===== config.mk =====
export PLATFORM = sky130hd
export DESIGN_NAME = decode_stage
export DESIGN_NICKNAME = d
export VERILOG_FILES = /design/src/rtl/decode_stage.sv
export SDC_FILE = /design/constraint.sdc
export NUM_CORES = 1
export LEC_CHECK = 0
export BUFFER_PORTS_ARGS = -buffer_cell sky130_fd_sc_hd__buf_2
export CORE_AREA = 4 4 70 136
export CTS_BUF_LIST = sky130_fd_sc_hd__clkbuf_4
export DETAILED_ROUTE_END_ITERATION = 16
export DIE_AREA = 0 0 74 140
export PLACE_DENSITY = 0.79
export SYNTH_ARGS = -nofsm -noshare
export SYNTH_HDL_FRONTEND = slang
export SYNTH_SLANG_ARGS = --single-unit

===== constraint.sdc =====
create_clock -name clk_pi -period 4.2 [get_ports clk_pi]
set_input_delay 0.84 -clock clk_pi [delete_from_list [all_inputs] [get_ports clk_pi]]
set_output_delay 0.84 -clock clk_pi [all_outputs]
set_load 0.02 [all_outputs]

===== src/rtl/decode_stage.sv =====
// decode_stage: registered, valid/ready instruction decode stage.
// Output register plus one skid register; sticky halt and accepted-instruction counter.
// Optional build macro DECODE_ILLEGAL_EN: flag undefined opcodes / control words as illegal
// and halt on them; otherwise they decode as nop.
module decode_stage #(
    parameter int unsigned REG_ADDR_W = 3,
    parameter int unsigned IMM_W      = 12,
    parameter int unsigned CNT_W      = 16
) (
    input  logic                  clk_pi,
    input  logic                  reset_pi,
    input  logic [4+IMM_W-1:0]    instr_pi,
    input  logic                  in_valid_pi,
    output logic                  in_ready_po,
    output logic                  out_valid_po,
    input  logic                  out_ready_pi,
    output logic [2:0]            alu_func_po,
    output logic [REG_ADDR_W-1:0] dest_reg_po,
    output logic [REG_ADDR_W-1:0] src1_reg_po,
    output logic [REG_ADDR_W-1:0] src2_reg_po,
    output logic [IMM_W-1:0]      immediate_po,
    output logic [18:0]           op_flags_po,
    output logic                  halted_po,
    output logic [CNT_W-1:0]      instr_count_po
);

    localparam int unsigned INSTR_W   = 4 + IMM_W;
    localparam int unsigned R         = REG_ADDR_W;
    localparam int unsigned NUM_FLAGS = 19;

    localparam int unsigned FL_ARITH2  = 0;
    localparam int unsigned FL_ARITH1  = 1;
    localparam int unsigned FL_MOVI_LO = 2;
    localparam int unsigned FL_MOVI_HI = 3;
    localparam int unsigned FL_ADDI    = 4;
    localparam int unsigned FL_SUBI    = 5;
    localparam int unsigned FL_LOAD    = 6;
    localparam int unsigned FL_STORE   = 7;
    localparam int unsigned FL_BEQ     = 8;
    localparam int unsigned FL_BGE     = 9;
    localparam int unsigned FL_BLE     = 10;
    localparam int unsigned FL_BC      = 11;
    localparam int unsigned FL_JUMP    = 12;
    localparam int unsigned FL_STC     = 13;
    localparam int unsigned FL_STB     = 14;
    localparam int unsigned FL_HALT    = 15;
    localparam int unsigned FL_RST     = 16;
    localparam int unsigned FL_NOP     = 17;
    localparam int unsigned FL_ILLEGAL = 18;

    // 0xA repeated across the immediate: every odd bit set.
    function automatic logic [IMM_W-1:0] rst_pattern();
        logic [IMM_W-1:0] p;
        p = '0;
        for (int i = 1; i < int'(IMM_W); i += 2) begin
            p[i] = 1'b1;
        end
        return p;
    endfunction

    localparam logic [IMM_W-1:0] CTL_STC  = IMM_W'(1);
    localparam logic [IMM_W-1:0] CTL_STB  = IMM_W'(2);
    localparam logic [IMM_W-1:0] CTL_HALT = {IMM_W{1'b1}};
    localparam logic [IMM_W-1:0] CTL_RST  = rst_pattern();

    typedef struct packed {
        logic [2:0]           alu;
        logic [R-1:0]         dest;
        logic [R-1:0]         src1;
        logic [R-1:0]         src2;
        logic [IMM_W-1:0]     imm;
        logic [NUM_FLAGS-1:0] flags;
    } bundle_t;

    logic [3:0]       opcode;
    logic [IMM_W-1:0] imm_f;
    bundle_t          dec;
    logic             halt_c;

    bundle_t          out_q, out_d;
    bundle_t          skid_q, skid_d;
    logic             out_valid_q, out_valid_d;
    logic             skid_valid_q, skid_valid_d;
    logic             halted_q, halted_d;
    logic             in_ready_q, in_ready_d;
    logic [CNT_W-1:0] count_q, count_d;
    logic             accept;
    logic             drain;

    assign opcode = instr_pi[INSTR_W-1 -: 4];
    assign imm_f  = instr_pi[IMM_W-1:0];

    // Decode the incoming word into fields and a one-hot class.
    always_comb begin
        dec       = '0;
        halt_c    = 1'b0;
        dec.alu   = imm_f[2:0];
        dec.dest  = imm_f[IMM_W-1 -: R];
        dec.src1  = imm_f[IMM_W-1-R -: R];
        dec.src2  = imm_f[IMM_W-1-2*R -: R];
        dec.imm   = imm_f;
        dec.flags[FL_ILLEGAL] = 1'b0;
        case (opcode)
            4'h0: dec.flags[FL_NOP]    = 1'b1;
            4'h1: dec.flags[FL_ARITH2] = 1'b1;
            4'h2: dec.flags[FL_ARITH1] = 1'b1;
            4'h3: begin
                if (imm_f[IMM_W-1-R]) dec.flags[FL_MOVI_HI] = 1'b1;
                else                  dec.flags[FL_MOVI_LO] = 1'b1;
            end
            4'h4: dec.flags[FL_ADDI]  = 1'b1;
            4'h5: dec.flags[FL_SUBI]  = 1'b1;
            4'h6: dec.flags[FL_LOAD]  = 1'b1;
            4'h7: dec.flags[FL_STORE] = 1'b1;
            4'h8, 4'h9, 4'hA, 4'hB: begin
                // Branches compare dest-field against src1-field registers.
                dec.src1 = imm_f[IMM_W-1 -: R];
                dec.src2 = imm_f[IMM_W-1-R -: R];
                case (opcode)
                    4'h8:    dec.flags[FL_BEQ] = 1'b1;
                    4'h9:    dec.flags[FL_BGE] = 1'b1;
                    4'hA:    dec.flags[FL_BLE] = 1'b1;
                    default: dec.flags[FL_BC]  = 1'b1;
                endcase
            end
            4'hC: dec.flags[FL_JUMP] = 1'b1;
            4'hF: begin
                if (imm_f == CTL_STC) begin
                    dec.flags[FL_STC] = 1'b1;
                end else if (imm_f == CTL_STB) begin
                    dec.flags[FL_STB] = 1'b1;
                end else if (imm_f == CTL_RST) begin
                    dec.flags[FL_RST] = 1'b1;
                end else if (imm_f == CTL_HALT) begin
                    dec.flags[FL_HALT] = 1'b1;
                    halt_c = 1'b1;
                end else begin
`ifdef DECODE_ILLEGAL_EN
                    dec.flags[FL_ILLEGAL] = 1'b1;
                    halt_c = 1'b1;
`else
                    dec.flags[FL_NOP] = 1'b1;
`endif
                end
            end
            default: begin
`ifdef DECODE_ILLEGAL_EN
                dec.flags[FL_ILLEGAL] = 1'b1;
                halt_c = 1'b1;
`else
                dec.flags[FL_NOP] = 1'b1;
`endif
            end
        endcase
    end

    assign accept = in_valid_pi && in_ready_q;
    assign drain  = out_valid_q && out_ready_pi;

    // Next state of the two-entry queue, halt latch, counter and registered ready.
    always_comb begin
        out_valid_d  = out_valid_q;
        out_d        = out_q;
        skid_valid_d = skid_valid_q;
        skid_d       = skid_q;
        halted_d     = halted_q;
        count_d      = count_q;

        if (accept) begin
            count_d = count_q + CNT_W'(1);
            if (halt_c) halted_d = 1'b1;
        end

        if (!out_valid_q || drain) begin
            if (skid_valid_q) begin
                out_valid_d  = 1'b1;
                out_d        = skid_q;
                skid_valid_d = 1'b0;
            end else if (accept) begin
                out_valid_d = 1'b1;
                out_d       = dec;
            end else begin
                out_valid_d = 1'b0;
            end
        end else if (accept) begin
            skid_valid_d = 1'b1;
            skid_d       = dec;
        end

        in_ready_d = !skid_valid_d && !halted_d;
    end

    // State registers; reset discards any pending bundles.
    always_ff @(posedge clk_pi or posedge reset_pi) begin
        if (reset_pi) begin
            out_q        <= '0;
            skid_q       <= '0;
            out_valid_q  <= 1'b0;
            skid_valid_q <= 1'b0;
            halted_q     <= 1'b0;
            in_ready_q   <= 1'b0;
            count_q      <= '0;
        end else begin
            out_q        <= out_d;
            skid_q       <= skid_d;
            out_valid_q  <= out_valid_d;
            skid_valid_q <= skid_valid_d;
            halted_q     <= halted_d;
            in_ready_q   <= in_ready_d;
            count_q      <= count_d;
        end
    end

    assign in_ready_po    = in_ready_q;
    assign out_valid_po   = out_valid_q;
    assign alu_func_po    = out_q.alu;
    assign dest_reg_po    = out_q.dest;
    assign src1_reg_po    = out_q.src1;
    assign src2_reg_po    = out_q.src2;
    assign immediate_po   = out_q.imm;
    assign op_flags_po    = out_q.flags;
    assign halted_po      = halted_q;
    assign instr_count_po = count_q;

endmodule


==> impl_metrics.py, run 1 <==
metrics = {
    "timing": {
        "tightest_slew_ns": 1.09,
        "tns_ns": 0,
        "drv_slew": 0,
        "finalSetupViolCount": 0,
        "fin_crit_ns": 2.18,
        "finalHoldViolCount": 0,
        "fmax_mhz": 458,
        "relSlewSlack_pct": 27.1,
        "finalClockSkew_ns": 0.0101,
        "rsz0062_at_grt": "no",
        "fin_crit_sh_pct": 52.0,
        "fin_ws_ns": 2.02,
    },
    "critical_path": {
        "end_kind": "flop",
        "critical_path_required_ns": 4.55,
        "r2r-start": "in_ready_po",
        "reg2reg_to": "op_flags_po[16]",
        "path_cells": "buf_2, and2_1, o21ai_4, buf_4, a21oi_1, o31ai_2",
        "worst-path-buf-inv": 2,
        "criticalPathCategory": "in2reg",
        "slowest_delay_ns": 0.84,
        "critPathMaxFanout": 53,
        "path_delay_family": "compound AO/OA/AOI/OAI gates",
        "regToRegSetupSlack_ns": 2.12,
        "start_kind": "primary input",
        "critPathArrivalTime_ns": 2.54,
        "crit_path_top_delay_cell": "o21ai_4",
        "r2r_cells": 5,
    },
    "synthesis": {
        "avgSynthCellArea_sq_um": 9.48,
        "netlist_instances": 438,
        "synth-compound-area-share_pct": 12.5,
        "synth_area_sq_um": 4150,
        "yosys.area_share.simple_pct": 19.6,
        "synthMuxAreaShare_pct": 4.34,
        "ys_warn_count": 0,
        "ys_ff_latch": 92,
        "synth_cell_types": 38,
        "synth_top_family_by_area": "simple AND/OR/NAND/NOR gates",
        "synth_xor_area_share_pct": 3.17,
        "syn_nets": 459,
        "synth_edf_count": 0,
        "ys_seq_area_share_pct": 55.5,
        "async_flop_share_pct": 100,
        "synth_fa_ha_area_share_pct": 0.301,
        "ys.flop_type": "dfrtp_1",
    },
    "power": {
        "power_mw": 2.19,
        "vdd_ir_drop_max_v": 0.000231,
        "p_leak_nw": 2.27,
        "powerDensity_nw_per_um2": 466,
    },
    "floorplan": {
        "io_pins": 82,
        "core_sq_um": 8590,
        "std_cell_rows": 48,
        "die_area_sq_um": 10400,
        "die_w_um": 74,
        "die_h_um": 140,
        "start_util_pct": 48.3,
    },
    "placement": {
        "place.gp.congestion": 0.801,
        "place_ws_ns": 1.53,
        "hpwl_um": 6850,
        "dp_cells": 586,
        "place_area_sq_um": 4560,
        "port_buffers": 80,
    },
    "layout": {
        "drive_gt1_share_pct": 21.5,
        "instances_no_fill": 603,
        "fin_area_sq_um": 4700,
        "fin_nets": 518,
        "area_delta_synth_final_pct": 13.2,
        "fillCellCount": 783,
    },
    "detailed_routing": {
        "ant_nets": 0,
        "vias": 3260,
        "drc": 0,
        "first_iter_violations": 279,
        "wl_per_cell_um": 15.4,
        "vias_per_cell": 5.41,
        "dr.pass1.iters": 5,
        "wl_um": 9270,
    },
    "clock_tree": {
        "clk_latency_ns": 0.44,
        "cts_hold_buf": 0,
        "htreeDepth": 3,
        "clk_pin_slew_ns": 0.14,
        "tritoncts": "yes",
        "clock-sinks": 92,
        "cts_setup_buffers": 0,
        "clockBufferDepth": 2,
        "cts_buffers": 9,
        "root_buffer": "clkbuf_4",
        "ctsResizeCount": 0,
    },
    "global_route": {
        "gr-total-overflow": 0,
        "grt_pass1_vias": 3084,
        "grt_pass1_wl_um": 15200,
        "grt_max_degree": 62,
        "grt.total_usage_pct": 19.0,
        "antenna_found_initial": 1,
    },
    "outcome": {
        "status": "complete, no violations",
    },
    "job": {
        "cap_violations": 0,
    },
    "min_path": {
        "hold_path_startpoint": "instr_count_po[15]",
        "min_to": "instr_count_po[15]",
        "hp-class": "reg2reg",
        "hold_path_depth": 1,
    },
}
synthesized netlist by cell type (5+ instances only):
master / instances / area share (%)
a21oi_1: 24 / 2.9
and3_1: 5 / 0.75
o21ai_1: 5 / 0.60
buf_2: 7 / 0.84
o41ai_1: 5 / 1.1
nand2b_1: 8 / 1.2
buf_4: 7 / 1.3
mux2i_1: 18 / 4.3
nor3_1: 9 / 1.1
nand4_1: 7 / 1.1
nor2_1: 22 / 2.0
nand2_1: 105 / 9.5
o21ai_0: 42 / 5.1
nand3_1: 8 / 0.96
clkbuf_1: 22 / 2.0
dfrtp_1: 92 / 55
xnor2_1: 13 / 2.7
o31ai_1: 7 / 1.3
nor4_1: 6 / 0.90
layer usage:
layer | vias to the layer above | track usage (%) | part of all wire [%]
met2 | 91 | 33.1 | 57
li1 | 1611 | - | -
met1 | 1550 | 22.5 | 37
met3 | 8 | 3.81 | 5.2
met5 | - | 0 | 0
met4 | 0 | 7.07 | 1.2
cells by family after synthesis:
logic type | Yosys count
AND/OR/NAND/NOR | 180
flip-flops | 92
AO/OA/AOI/OAI | 91
buffers and inverters | 40
multiplexers | 18
XOR/XNOR | 15
adder cells (fa/ha/maj) | 1
other | 1
registers in the layout, summed over array words and instances (netlist names):
signal / flops
dest_reg_po: 2
skid_valid_q: 1
halted_po: 1
op_flags_po: 18
immediate_po: 8
out_valid_po: 1
instr_count_po: 16
src2_reg_po: 3
alu_func_po: 2
src1_reg_po: 3
skid_q: 36
in_ready_po: 1
area by class of cell:
class	count	area (sq um)	area share, %
Timing Repair Buffer	86	445	9.48
Multi-Input combinational cell	306	1670	35.6
Clock inverter	6	65.1	1.38
Inverter	2	8.76	0.186
Sequential cell	92	2300	49.0
Tap cell	100	125	2.66
Antenna cell	1	2.50	0.0532
Clock buffer	10	75.1	1.60
worst max path at each step:
stage / start / end / slack [ns] / depth (start not counted)
after floorplan: reset_pi / alu_func_po[0] / 0.97 / 1
after global placement: in_valid_pi / op_flags_po[16] / 1.59 / 6
after detailed placement: in_valid_pi / op_flags_po[14] / 1.53 / 6
after CTS: in_valid_pi / op_flags_po[16] / 2.02 / 6
after global routing: in_valid_pi / op_flags_po[17] / 1.75 / 6
final: in_valid_pi / op_flags_po[16] / 2.02 / 6
worst reg2reg max path: stages (launching register included):
cell	delay [ns]
dfrtp_1	0.41
and2_1	0.21
o21ai_4	0.84
buf_4	0.37
a21oi_1	0.11
o31ai_2	0.06
where the power goes:
part / internal (mW) / total, mW / switching (mW) / leakage, nW
registers: 1.04 / 1.14 / 0.106 / 1.20
logic: 0.187 / 0.565 / 0.379 / 1.01
clock network: 0.187 / 0.481 / 0.294 / 0.0663
metrics by stage:
step                hold WS, ns  util, %
floorplan                 0.444        -
global placement          0.457     53.1
detailed placement        0.461     53.1
CTS                       0.483     54.7
global route              0.501     54.7
finish                    0.475     54.7
layout by cell type, fill, tap and decap left out, types with 4 or more instances in the layout:
cell type and n:
nand4_1 7, dfrtp_1 91, and3_1 5, a21oi_1 24, buf_4 6, buf_2 80
o21ai_0 42, nor3_1 9, nor4_1 6, mux2i_1 18, nor2_1 22, o31ai_1 7
clkbuf_4 10, xnor2_1 13, nand3_1 8, o21ai_1 4, nand2_1 105, nand2b_1 8
o41ai_1 5
Power figures use the tool's default switching activity.
==> run 2, diff against run 1 <==
Settings changed: ABC_AREA set to 1, CORE_AREA 4 4 70 136 to 4 4 71 138, DIE_AREA 0 0 74 140 to 0 0 75 142.
Clock period 4.2 ns to 2.2 ns, I/O delays scaled along.
==> impl_metrics.py, run 2 <==
metrics = {
    "critical_path": {
        "r2r_cells": 7,
        "reg2reg_to": "skid_q[2]",
        "crit_start": "out_valid_po",
        "cp-endpoint": "skid_q[2]",
        "critPathMaxFanout": 53,
        "regToRegSetupSlack_ns": 0.44,
        "start_kind": "flop",
        "criticalPathCategory": "reg2reg",
        "r2r-start": "out_valid_po",
        "critPathArrivalTime_ns": 2.14,
        "end_kind": "flop",
        "critical_path_required_ns": 2.58,
    },
    "layout": {
        "n_antenna_cell": 0,
        "layout_common_cells": "nand2_1, dfrtp_1, buf_2",
        "top_register": "skid_q",
        "final_util_pct": 55.8,
        "instances_no_fill": 689,
        "fin_area_sq_um": 4860,
        "fillCellCount": 818,
        "area_delta_synth_final_pct": 13.4,
        "final_common_cell": "nand2_1",
        "drive_gt1_share_pct": 19.9,
        "largest_reg_flops": 36,
        "fin_nets": 605,
    },
    "timing": {
        "fin_ws_ns": 0.441,
        "finalClockSkew_ns": 0.0243,
        "drv_slew": 0,
        "fin_crit_ns": 1.76,
        "tightest_slew_ns": 0.729,
        "finalSetupViolCount": 0,
        "rsz0062_at_grt": "no",
        "fin_crit_sh_pct": 80.0,
        "tns_ns": 0,
        "finalHoldViolCount": 0,
        "relSlewSlack_pct": 51.3,
        "fmax_mhz": 568,
    },
    "floorplan": {
        "core_sq_um": 8710,
        "start_util_pct": 49.2,
        "io_pins": 82,
        "die_h_um": 142,
        "die_w_um": 75,
        "std_cell_rows": 48,
        "die_area_sq_um": 10700,
    },
    "detailed_routing": {
        "first_iter_violations": 287,
        "highest_layer": "met4",
        "ant_nets": 0,
        "vias": 3615,
        "wl_met1_um": 3810,
        "wl_met3_um": 453,
        "drc": 0,
        "wl_um": 10100,
        "wl_per_cell_um": 14.7,
        "dr.pass1.iters": 4,
        "vias_per_cell": 5.25,
        "wl_met2_um": 5620,
    },
    "clock_tree": {
        "ctsResizeCount": 0,
        "tritoncts": "yes",
        "htreeDepth": 3,
        "cts_hold_buf": 0,
        "clk_latency_ns": 0.46,
        "clk_pin_slew_ns": 0.15,
        "clockBufferDepth": 2,
        "cts_buffers": 9,
        "cts_setup_buffers": 0,
        "clock-sinks": 92,
        "root_buffer": "clkbuf_4",
    },
    "global_route": {
        "grt_pass1_vias": 3699,
        "grt.total_usage_pct": 20.5,
        "gr-total-overflow": 0,
        "grt_pass1_wl_um": 16900,
        "antenna_found_initial": 0,
        "grt_max_degree": 93,
    },
    "outcome": {
        "status": "complete, no violations",
    },
    "synthesis": {
        "netlist_instances": 516,
        "synth_cell_types": 31,
        "ys.flop_type": "dfrtp_1",
        "yosysTopAreaCell": "dfrtp_1",
        "synth_common_cells": "nand2_1, dfrtp_1, nor2_1",
        "syn_nets": 537,
        "avgSynthCellArea_sq_um": 8.30,
        "ys_seq_area_share_pct": 53.7,
        "synth.top_cells.by_area": "dfrtp_1, nand2_1, nor2_1",
        "synth_edf_count": 0,
        "yosys.area.top_type_share_pct": 53.7,
        "async_flop_share_pct": 100,
        "synth_area_sq_um": 4280,
        "synthMostInstantiatedCell": "nand2_1",
        "ys_warn_count": 0,
        "ys_ff_latch": 92,
    },
    "placement": {
        "port_buffers": 80,
        "place_area_sq_um": 4710,
        "place_ws_ns": 0.321,
        "place.gp.congestion": 0.879,
        "hpwl_um": 7350,
        "dp_cells": 673,
    },
    "job": {
        "cap_violations": 0,
    },
    "power": {
        "vdd_ir_drop_max_v": 0.000405,
        "p_leak_nw": 2.50,
        "powerDensity_nw_per_um2": 986,
    },
    "min_path": {
        "hp-class": "in2async",
    },
}
-- run 2: cell types whose count changed after synthesis, moves of 10 or more --
cell	before	now
nand2_1	105	149
clkbuf_1	22	7
nor2_1	22	79
mux2i_1	18	0
a21oi_1	24	38
inv_1	2	27
a31oi_1	2	12
-- run 2: how the worst min path moves through the flow --
stage | to | from
finish | immediate_po[3] | reset_pi
global route | immediate_po[3] | reset_pi
CTS | alu_func_po[1] | reset_pi
detailed placement | instr_count_po[15] | instr_count_po[15]
global placement | instr_count_po[15] | instr_count_po[15]
floorplan | skid_q[39] | skid_q[39]
-- run 2: cell type report --
class / count / area, sq um / share of cell area (%)
sequential: 92 / 2300 / 47.4
clock buffer: 10 / 75.1 / 1.54
timing repair buffer: 86 / 470 / 9.68
tap: 100 / 125 / 2.57
inverter: 30 / 116 / 2.39
multi-input combinational: 365 / 1700 / 35.0
clock inverter: 6 / 70.1 / 1.44
-- run 2: routing by layer --
layer | global-route usage (%) | vias up
met5 | 0 | -
met4 | 9.19 | 0
met3 | 4.10 | 22
met2 | 36.3 | 90
met1 | 22.7 | 1727
li1 | - | 1776
-- run 2: where the power goes --
part	internal, mW	switching (mW)
combinational	0.497	0.982
clock	0.372	0.597
sequential	2.08	0.264
-- run 2: through the flow --
step / power, mW / hold slack, ns
floorplan: 3.38 / 0.442
global placement: 3.81 / 0.453
detailed placement: 3.88 / 0.453
CTS: 4.84 / 0.104
global route: 5.09 / 0.113
finish: 4.79 / 0.0714
-- run 2: cells by family (layout without fill, tap and decap cells) --
family | count (synthesis) | after routing | synth area share [%]
adder cells (fa/ha/maj) | 1 | 1 | 0.292
XOR/XNOR | 15 | 15 | 3.07
buffers and inverters | 59 | 132 | 6.57
other | 1 | 1 | 0.0875
multiplexers | 1 | 1 | 0.263
AO/OA/AOI/OAI | 88 | 88 | 10.9
flip-flops | 92 | 92 | 53.7
AND/OR/NAND/NOR | 259 | 259 | 25.1
-- run 2: critical path, stage by stage, from the launching register on --
cell and delay [ns]:
dfrtp_1 0.40, inv_1 0.05, nor2_1 0.04, inv_1 0.20, nor2_8 0.11, inv_2 0.55, nor2_1 0.12, a22o_1 0.20
